<file path="src/rtl/clock_seg_scan.sv">
// Eight-digit multiplexed seven-segment driver for a packed BCD wall-clock word.
// The time is latched once per scan frame, and each field can blink independently.
module clock_seg_scan #(
  parameter int SCAN_DIV     = 50000,
  parameter int BLINK_FRAMES = 125
) (
  input  logic        clk,
  input  logic        rst,
  input  logic [31:0] time_in,
  input  logic [2:0]  blink_mask,
  input  logic        dash_en,
  output logic [7:0]  an,
  output logic [7:0]  seg,
  output logic        frame_tick
);

  localparam int PW = (SCAN_DIV > 1) ? $clog2(SCAN_DIV) : 1;
  localparam int FW = (BLINK_FRAMES > 1) ? $clog2(BLINK_FRAMES) : 1;
  localparam logic [PW-1:0] PRESC_MAX = PW'(SCAN_DIV - 1);
  localparam logic [FW-1:0] FRAME_MAX = FW'(BLINK_FRAMES - 1);

  // Hex glyph lookup, active low {dp,g,f,e,d,c,b,a}
  function automatic logic [7:0] hex_glyph(input logic [3:0] nib);
    case (nib)
      4'h0: hex_glyph = 8'hC0;
      4'h1: hex_glyph = 8'hF9;
      4'h2: hex_glyph = 8'hA4;
      4'h3: hex_glyph = 8'hB0;
      4'h4: hex_glyph = 8'h99;
      4'h5: hex_glyph = 8'h92;
      4'h6: hex_glyph = 8'h82;
      4'h7: hex_glyph = 8'hF8;
      4'h8: hex_glyph = 8'h80;
      4'h9: hex_glyph = 8'h90;
      4'hA: hex_glyph = 8'h88;
      4'hB: hex_glyph = 8'h83;
      4'hC: hex_glyph = 8'hC6;
      4'hD: hex_glyph = 8'hA1;
      4'hE: hex_glyph = 8'h86;
      4'hF: hex_glyph = 8'h8E;
      default: hex_glyph = 8'hFF;
    endcase
  endfunction

  logic [PW-1:0] presc_r;
  logic [2:0]    scan_idx_r;
  logic [23:0]   snap_r;        // {hour, minute, second}; separator nibbles are never shown
  logic [FW-1:0] frame_cnt_r;
  logic          blink_phase_r;
  logic [7:0]    an_r;
  logic [7:0]    seg_r;
  logic          frame_tick_r;

  logic          tick_s;
  logic          wrap_s;
  logic [3:0]    nib_s;
  logic [1:0]    field_s;
  logic          is_sep_s;
  logic [7:0]    seg_next_s;
  logic          unused_sep_s;

  assign tick_s       = (presc_r == PRESC_MAX);
  assign wrap_s       = tick_s && (scan_idx_r == 3'd7);
  assign unused_sep_s = ^{time_in[23:20], time_in[11:8]};

  // Prescaler, digit index, frame snapshot and blink timing
  always_ff @(posedge clk or posedge rst) begin
    if (rst) begin
      presc_r       <= '0;
      scan_idx_r    <= 3'd0;
      snap_r        <= 24'h000000;
      frame_cnt_r   <= '0;
      blink_phase_r <= 1'b0;
      frame_tick_r  <= 1'b0;
    end else begin
      presc_r      <= tick_s ? '0 : presc_r + 1'b1;
      frame_tick_r <= wrap_s;
      if (tick_s) begin
        scan_idx_r <= scan_idx_r + 3'd1;
      end
      if (wrap_s) begin
        snap_r <= {time_in[31:24], time_in[19:12], time_in[7:0]};
        if (frame_cnt_r == FRAME_MAX) begin
          frame_cnt_r   <= '0;
          blink_phase_r <= ~blink_phase_r;
        end else begin
          frame_cnt_r <= frame_cnt_r + 1'b1;
        end
      end
    end
  end

  // Digit selection and glyph/blanking for the current slot
  always_comb begin
    nib_s    = 4'h0;
    field_s  = 2'd0;
    is_sep_s = 1'b0;
    case (scan_idx_r)
      3'd7: begin nib_s = snap_r[23:20]; field_s = 2'd2; end
      3'd6: begin nib_s = snap_r[19:16]; field_s = 2'd2; end
      3'd5: is_sep_s = 1'b1;
      3'd4: begin nib_s = snap_r[15:12]; field_s = 2'd1; end
      3'd3: begin nib_s = snap_r[11:8];  field_s = 2'd1; end
      3'd2: is_sep_s = 1'b1;
      3'd1: begin nib_s = snap_r[7:4];   field_s = 2'd0; end
      3'd0: begin nib_s = snap_r[3:0];   field_s = 2'd0; end
      default: begin nib_s = 4'h0; field_s = 2'd0; end
    endcase
    if (is_sep_s) begin
      seg_next_s = dash_en ? 8'hBF : 8'hFF;
    end else if (blink_phase_r && blink_mask[field_s]) begin
      seg_next_s = 8'hFF;
    end else begin
      seg_next_s = hex_glyph(nib_s);
    end
  end

  // Registered display outputs
  always_ff @(posedge clk or posedge rst) begin
    if (rst) begin
      an_r  <= 8'hFF;
      seg_r <= 8'hFF;
    end else begin
      an_r  <= ~(8'h01 << scan_idx_r);
      seg_r <= seg_next_s;
    end
  end

  assign an         = an_r;
  assign seg        = seg_r;
  assign frame_tick = frame_tick_r;

endmodule
</file>
<file path="config.mk">
export PLATFORM = sky130hd
export DESIGN_NAME = clock_seg_scan
export DESIGN_NICKNAME = d
export VERILOG_FILES = /design/src/rtl/clock_seg_scan.sv
export SDC_FILE = /design/constraint.sdc
export NUM_CORES = 1
export LEC_CHECK = 0
export BUFFER_PORTS_ARGS = -buffer_cell sky130_fd_sc_hd__buf_2
export CORE_MARGIN = 3
export CORE_UTILIZATION = 56
export CTS_CLUSTER_SIZE = 24
export DETAILED_ROUTE_END_ITERATION = 10
export HOLD_SLACK_MARGIN = 0.08
export MAX_ROUTING_LAYER = met4
export PLACE_DENSITY = 0.79
export SKIP_CTS_REPAIR_TIMING = 1
export SLEW_MARGIN = 20
export SYNTH_ARGS = -nofsm -noshare
export SYNTH_HDL_FRONTEND = slang
export SYNTH_SLANG_ARGS = --single-unit
</file>
<file path="constraint.sdc">
create_clock -name clk -period 3.3 [get_ports clk]
set_input_delay 0.33 -clock clk [delete_from_list [all_inputs] [get_ports clk]]
set_output_delay 0.33 -clock clk [all_outputs]
set_load 0.01 [all_outputs]
</file>
Yosys cells after proc, flatten, opt, wreduce, memory -nomap -nowiden:

Memory sizes are Yosys's and may differ from the RTL's.
Cells that the tools add are included.
Widths: inputs -> output; s select.

* flip-flop bits (word level): 68
* ROM bits: 112
* word-level logic and storage cells: 42
* memories: 1

Memory list
* (name not given): words 16, width 7, rd ports 1, clocked after Yosys merged registers in 0, wr ports 0, line 24 `case (nib)`

* add/sub/neg operators: 3
* $lt $le $gt $ge: 1
* equal/unequal tests: 9
* shift-type cells: 1
* multiplexer cells: 10
* bitwise operators: 2
* reductions and logical operators: 7

Operators by type and width (count)
* $pmux 4 s6: 1
* $add 16x1->16 const B: 1
* $eq 16x16->1 const B: 1
* $mux 16: 1
* $mux 8: 2
* $mux 7: 2
* $eq 3x3->1 const B: 4
* $not 8->8: 1
* $shl 1x3->8 const A: 1
* $add 7x1->7 const B: 1
* $eq 7x7->1 const B: 1
* $eq 3x2->1 const B: 2
* $reduce_or 2->1: 3
* $pmux 2 s2: 1
* $add 3x1->3 const B: 1
* $eq 3x1->1 const B: 1
* $logic_not 3->1: 1
* $lt 2x3->1 const B: 1
* $bmux 1 s2: 1
* $logic_and 1x1->1: 2
* $mux 1: 2
* $reduce_and 2->1: 1
* $not 1->1: 1

Depth between registers and ports, before layout:

Gate-level depths: netlist of the first run.

* word-level depth: 8
* depth in mapped cells: 14

Worst setup path before layout of the first run:

No wires, ideal clock.

* path type: reg2reg
* start point: register scan_idx_r[0]
* end point: register seg_r[3] (netlist: seg[3])
* data arrival time: 2.595 ns
* data required time: 3.210 ns
* slack: 0.615 ns
* cell stages (with the launch flop): 12
* period minus slack after synthesis: 2.685 ns
* path through: dfrtp_1 -> ha_1 -> ha_1 -> clkbuf_1 -> or3_1 -> o21ai_0 -> inv_1 -> ha_1 -> inv_1 -> nor2_1 -> a2111oi_0 -> o21ai_1

* word-level cells in the longest chain between the ends: 8
* elaborated cells on any way between the ends: 20

Ends and longest elaborated chain
* start, declared: line 46 `logic [2:0] scan_idx_r;`
* start signal, assigned: line 79 `scan_idx_r <= scan_idx_r + 3'd1;`
* branches (longest 7 deep; another with $mem_v2 16x7)
* $mux 8 (*): line 109 `if (is_sep_s) begin`
* via seg_next_s[3]: line 59 `logic [7:0] seg_next_s;`
* end signal, assigned: line 125 `seg_r <= seg_next_s;`
* end, declared: line 51 `logic [7:0] seg_r;`

Mark *: on every way through the listed nets, which the timed path passes. The select of a mux whose other input is x is not followed.
A chain may end at the register's enable or synchronous reset.

Final worst setup path of the first run:

Same ends and word-level chain as after synthesis.

==> results of run 1 <==
-- worst paths after layout --
kind | start | to | slack (ns) | depth (start not counted)
worst min register to register | snap_r[13] | snap_r[13] | 0.48 | 2
worst min-delay path | rst | presc_r[9] | 0.11 | 2
max in group asynchronous | rst | seg[0] | 2.25 | 3
min in group clk | dash_en | seg[6] | 0.17 | 2
worst max register to register | scan_idx_r[0] | seg[3] | 0.48 | 11
worst max-delay path | scan_idx_r[0] | seg[3] | 0.48 | 11
-- critical path: cells and delay by family (launching register included) --
family	cells	cell delay [ns]
AND/OR/NAND/NOR	3	0.78
adder cells (fa/ha/maj)	2	0.49
AO/OA/AOI/OAI	3	0.72
flip-flops	1	0.44
buffers and inverters	3	0.32
-- cell usage after synthesis (2+ instances only) --
master,instances,share of area (%)
a21oi_1,5,0.76
a22oi_1,4,0.91
and2_1,3,0.57
and3_1,5,0.95
and4_1,2,0.53
buf_2,5,0.76
buf_4,2,0.45
clkbuf_1,5,0.57
dfrtp_1,52,39
dfstp_2,15,12
ha_1,15,5.7
inv_1,18,2.0
mux2i_1,7,2.1
nand2_1,92,10
nand3_1,14,2.1
nand4_1,2,0.38
nor2_1,20,2.3
nor2b_1,3,0.57
nor3_1,3,0.45
nor4bb_1,2,0.61
o211ai_1,3,0.68
o21ai_0,15,2.3
o21ai_1,3,0.45
o221ai_1,2,0.53
o31ai_1,2,0.45
or3_1,2,0.38
xnor2_1,6,1.6
xor2_1,10,2.6
-- cell type report --
| class | instances | area share [%] |
|---|---|---|
| Sequential cell | 67 | 44.6 |
| Multi-Input combinational cell | 244 | 38.7 |
| Timing Repair Buffer | 50 | 6.92 |
| Clock buffer | 14 | 4.55 |
| Tap cell | 72 | 2.37 |
| Inverter | 19 | 1.88 |
| Clock inverter | 2 | 0.922 |
-- logic make-up (layout without fill, tap and decap cells) --
logic type	after synthesis	in the layout	share of synthesized area, %
multiplexers	9	9	2.91
XOR/XNOR	16	16	4.24
flip-flops	67	67	51.2
AO/OA/AOI/OAI	51	51	11.3
adder cells (fa/ha/maj)	15	15	5.67
AND/OR/NAND/NOR	152	152	20.3
buffers and inverters	32	85	4.27
other	1	1	0.113
-- state kept, by name, summed over array words and instances (netlist names) --
signal         cells
scan_idx_r         3
snap_r            24
presc_r           16
frame_cnt_r        7
an                 8
seg                7
frame_tick         1
blink_phase_r      1
-- power by group --
part | internal, mW | switching, mW | total, mW
combinational | 0.0135 | 0.0212 | 0.0347
sequential | 0.822 | 0 | 0.822
clock | 0.411 | 0.292 | 0.703
total | 1.25 | 0.314 | 1.56
-- through the flow --
stage          std cells  power [mW]  setup slack, ns  utilization [%]  hold WS [ns]
2_1_floorplan        343       0.851            0.615                -         0.379
3_3_place_gp         452       0.872            0.628             64.0         0.453
6_report             468        1.56            0.476             67.7         0.114
5_1_grt              468        1.62            0.254             67.7         0.169
4_1_cts              468        1.57            0.541             67.7         0.142
3_5_place_dp         452       0.873            0.558             64.0         0.463
-- per-layer routing --
metal | vias up | global-route usage [%]
met5 | - | -
met4 | 0 | 8.17
met3 | 13 | 3.97
met2 | 77 | 31.1
met1 | 1204 | 29.7
li1 | 1250 | -
==> flow_summary.toml, run 1 <==
[floorplanning]
num_io_pins = 55
die_x_um = 82.9
die_h_um = 82.9
die-area_mm2 = 0.00687
core_area_mm2 = 0.00561
rows = 27
initial_core_util_pct = 59.0

[detailed_routing]
wl_per_cell_um = 14.1
vias = 2544
maxUsedRoutingLayer = "met4"
wl_met1_um = 3140
first_iter_violations = 186
wl_met2_um = 3040
dr_wl_met3_um = 311
viasPerCell = 5.44
dr.pass1.iters = 4
finalWirelength_um = 6610
drc = 0
antenna_left = 0

[synthesis]
syn_nets = 396
synthArstFlopShare_pct = 100
ys_warn_count = 0
yosysSeqAreaShare_pct = 51.2
synth_cell_types = 54
synth_ff_type = "dfrtp_1"
synth_edf_count = 0
ys_seq_elements = 67
syn_area_mm2 = 0.00331
syn_inst = 343
syn-mean-instance-area_um2 = 9.64

[sta]
rsz0062_at_grt = "false"
setup_tns_ns = 0
finalHoldViolCount = 0
finalSetupViolations = 0
drv_slew = 0
final.min_clock_period_ns = 2.82
slew_headroom_pct = 50.0
final.setup_skew_ns = 0.0124
max_freq_mhz = 354
fin_crit_sh_pct = 85.6
worst_pin_slew_ns = 0.749

[finish]
nets = 444
final_cell_mix = "nand2_1 (92), dfrtp_1 (52), buf_2 (45)"
multi_input_area_mm2 = 0.00147
n_fill_cell = 471
final_common_cell = "nand2_1"
drive_gt1_share_pct = 22.0
synthToLayoutAreaGrowth_pct = 14.8
seq_area_mm2 = 0.00170
post-route-cell-area_mm2 = 0.00380
num_antenna_cells = 0

[place]
io_buffers = 45
gp_congestion = 0.938
dp_hpwl_um = 4720
place_area_mm2 = 0.00359

[clocking]
clk_latency_ns = 0.33
clkTransAtPathRegs_ns = 0.08
clockBufferDepth = 2
cts_tree = "built"
clkSinkCount = 67
root_buffer = "clkbuf_8"
htree_levels = 3
cts_buffers = 9

[run_status]
status = "finished clean"

[critical_path]
arrival_ns = 3.07
critPathKind = "reg -> reg"
max_stage_delay_ns = 0.47
cp.required_ns = 3.54
crit_path_start_kind = "register"
cp_slowest_cell = "or3_1"
worst_setup_path_end_kind = "register"
crit_chain = "inv_1 -> ha_1 -> and2_1 -> or3_1 -> o21ai_0 -> inv_1 -> ha_1 -> inv_1 -> nor2_1 -> a2111oi_0 -> o21ai_1"
path_max_fanout = 6
crit_top_cell = "inv_1"

[power_and_ir_drop]
leakagePower_nw = 1.76
power.density_mw_per_mm2 = 411
peakVddDrop_uv = 233

[job]
cap_violations = 0

[global_route]
grt_pass1_vias = 2550
track_usage_pct = 21.3
grt_max_degree = 38
antenna_found_initial = 0
grt_remaining_overflow = 0
grt_first_pass_wirelength_um = 11800

[worst_hold_path]
min_path_type = "in -> async"
No activity file was read; power rests on OpenSTA's default activity.
==> inputs of run 2 (changes only) <==
--- a/config.mk
+++ b/config.mk
@@ -5,11 +5,11 @@
 export SDC_FILE = /design/constraint.sdc
 export NUM_CORES = 1
 export LEC_CHECK = 0
-export BUFFER_PORTS_ARGS = -buffer_cell sky130_fd_sc_hd__buf_2
 export CORE_MARGIN = 3
-export CORE_UTILIZATION = 56
+export CORE_UTILIZATION = 63
 export CTS_CLUSTER_SIZE = 24
 export DETAILED_ROUTE_END_ITERATION = 10
+export DONT_BUFFER_PORTS = 1
 export HOLD_SLACK_MARGIN = 0.08
 export MAX_ROUTING_LAYER = met4
 export PLACE_DENSITY = 0.79
==> run 2 against run 1 <==
Via count shrank 5.5%. Routed wire length is 1.1% lower. Clock power is 8.5% higher. Global-route usage is 3.4 points higher. Sequential share of layout area up 1.9 points. Sequential power about the same. Clock skew fell by 0.0050 ns. Critical path depth is the same.
==> flow_summary.toml, run 2 (synthesis gave the netlist of run 1 again) <==
[critical_path]
cp_slowest_cell = "or3_1"
crit_path_start_kind = "register"
critPathKind = "reg -> reg"
worst_setup_path_end_kind = "register"
crit_top_cell = "inv_1"
path_max_fanout = 6
crit_chain = "inv_1 -> ha_1 -> and2_1 -> or3_1 -> o21ai_1 -> inv_1 -> ha_1 -> inv_1 -> nor2_1 -> a2111oi_1 -> o21ai_1"
arrival_ns = 3.18
max_stage_delay_ns = 0.48
cp.required_ns = 3.55
path_buf_inv = 3
critPathTopFamily = "simple AND/OR/NAND/NOR gates"

[detailed_routing]
first_iter_violations = 151
wl_per_cell_um = 15.4
finalWirelength_um = 6540
drc = 0
antenna_left = 0
viasPerCell = 5.67
dr.pass1.iters = 4
vias = 2405

[sta]
finalWorstSetupSlack_ns = 0.378
finalHoldViolCount = 0
setup_tns_ns = 0
rsz0062_at_grt = "false"
drv_slew = 0
slew_headroom_pct = 49.2
max_freq_mhz = 342
fin_crit_sh_pct = 88.6
finalSetupViolations = 0
worst_pin_slew_ns = 0.760
final.min_clock_period_ns = 2.92
final.setup_skew_ns = 0.00747

[clocking]
clkTransAtPathRegs_ns = 0.07
root_buffer = "clkbuf_8"
htree_levels = 3
cts_buffers = 9
clockBufferDepth = 2
cts_tree = "built"
clkSinkCount = 67
clk_latency_ns = 0.35

[global_route]
grt_pass1_vias = 2388
grt_first_pass_wirelength_um = 11300
track_usage_pct = 24.7
grt_max_degree = 39
antenna_found_initial = 0
grt_remaining_overflow = 0

[floorplanning]
die-area_mm2 = 0.00616
die_x_um = 78.5
rows = 25
num_io_pins = 55
initial_core_util_pct = 67.4
die_h_um = 78.5
core_area_mm2 = 0.00491

[place]
gp_congestion = 0.883
place_area_mm2 = 0.00336
io_buffers = 0
dp_hpwl_um = 4560
post-place-ws_ns = 0.341

[finish]
final_cell_mix = "nand2_1 (92), dfrtp_1 (52), nor2_1 (20)"
synthToLayoutAreaGrowth_pct = 10.2
final_common_cell = "nand2_1"
largest_reg_flops = 24
n_fill_cell = 356
final_util_pct = 74.3
nets = 405
post-route-cell-area_mm2 = 0.00365
drive_gt1_share_pct = 12.3
num_antenna_cells = 0
largest_register = "snap_r"

[power_and_ir_drop]
leakagePower_nw = 1.62
power.density_mw_per_mm2 = 441
peakVddDrop_uv = 406
power_mw = 1.61

[job]
cap_violations = 0

[worst_hold_path]
min_path_type = "in -> reg"

[run_status]
status = "finished clean"
## run 2: cell types whose count changed in the layout (fill, tap and decap cells not counted), sizes merged
| cell | change |
|---|---|
| dlygate4sd3 | +6 |
| clkbuf | -4 |
| clkinv | +1 |
| buf | -45 |
| bufinv | +1 |
| clkinvlp | +2 |
## run 2: layout make-up
type	instances	area [um^2]	share of cell area (%)
timing repair buffer	11	97.6	2.68
sequential	67	1700	46.5
clock buffer	10	138	3.77
multi-input combinational	244	1470	40.4
clock inverter	6	88.8	2.44
tap	67	83.8	2.30
inverter	19	71.3	1.96
## run 2: worst paths after layout
check | cells past startpoint | slack [ns] | to | start
setup / recovery | 11 | 0.38 | seg[3] | scan_idx_r[0]
hold / removal | 2 | 0.09 | snap_r[1] | time_in[1]
setup reg to reg | 11 | 0.38 | seg[3] | scan_idx_r[0]
hold reg to reg | 2 | 0.48 | snap_r[2] | snap_r[2]
max in group asynchronous | 3 | 1.81 | seg[5] | rst
min in group asynchronous | 2 | 0.58 | presc_r[2] | rst
## run 2: report_power, final
group | switching, mW | total, mW | internal, mW
sequential | 0 | 0.822 | 0.822
combinational | 0.0177 | 0.0242 | 0.00651
clock | 0.317 | 0.763 | 0.445
total | 0.335 | 1.61 | 1.27
## run 2: layer usage
| metal | vias to the layer above | wire [um] | track usage [%] |
|---|---|---|---|
| met5 | - | 0 | - |
| met4 | 0 | 112 | 8.04 |
| met3 | 12 | 303 | 8.49 |
| met2 | 56 | 3070 | 36.0 |
| met1 | 1171 | 3050 | 32.6 |
| li1 | 1166 | - | - |
## run 2: per-stage QoR
stage	instances	hold slack (ns)
floorplan	343	0.379
global placement	402	0.385
detailed placement	402	0.383
CTS	418	0.0177
global route	424	0.0836
finish	424	0.0870
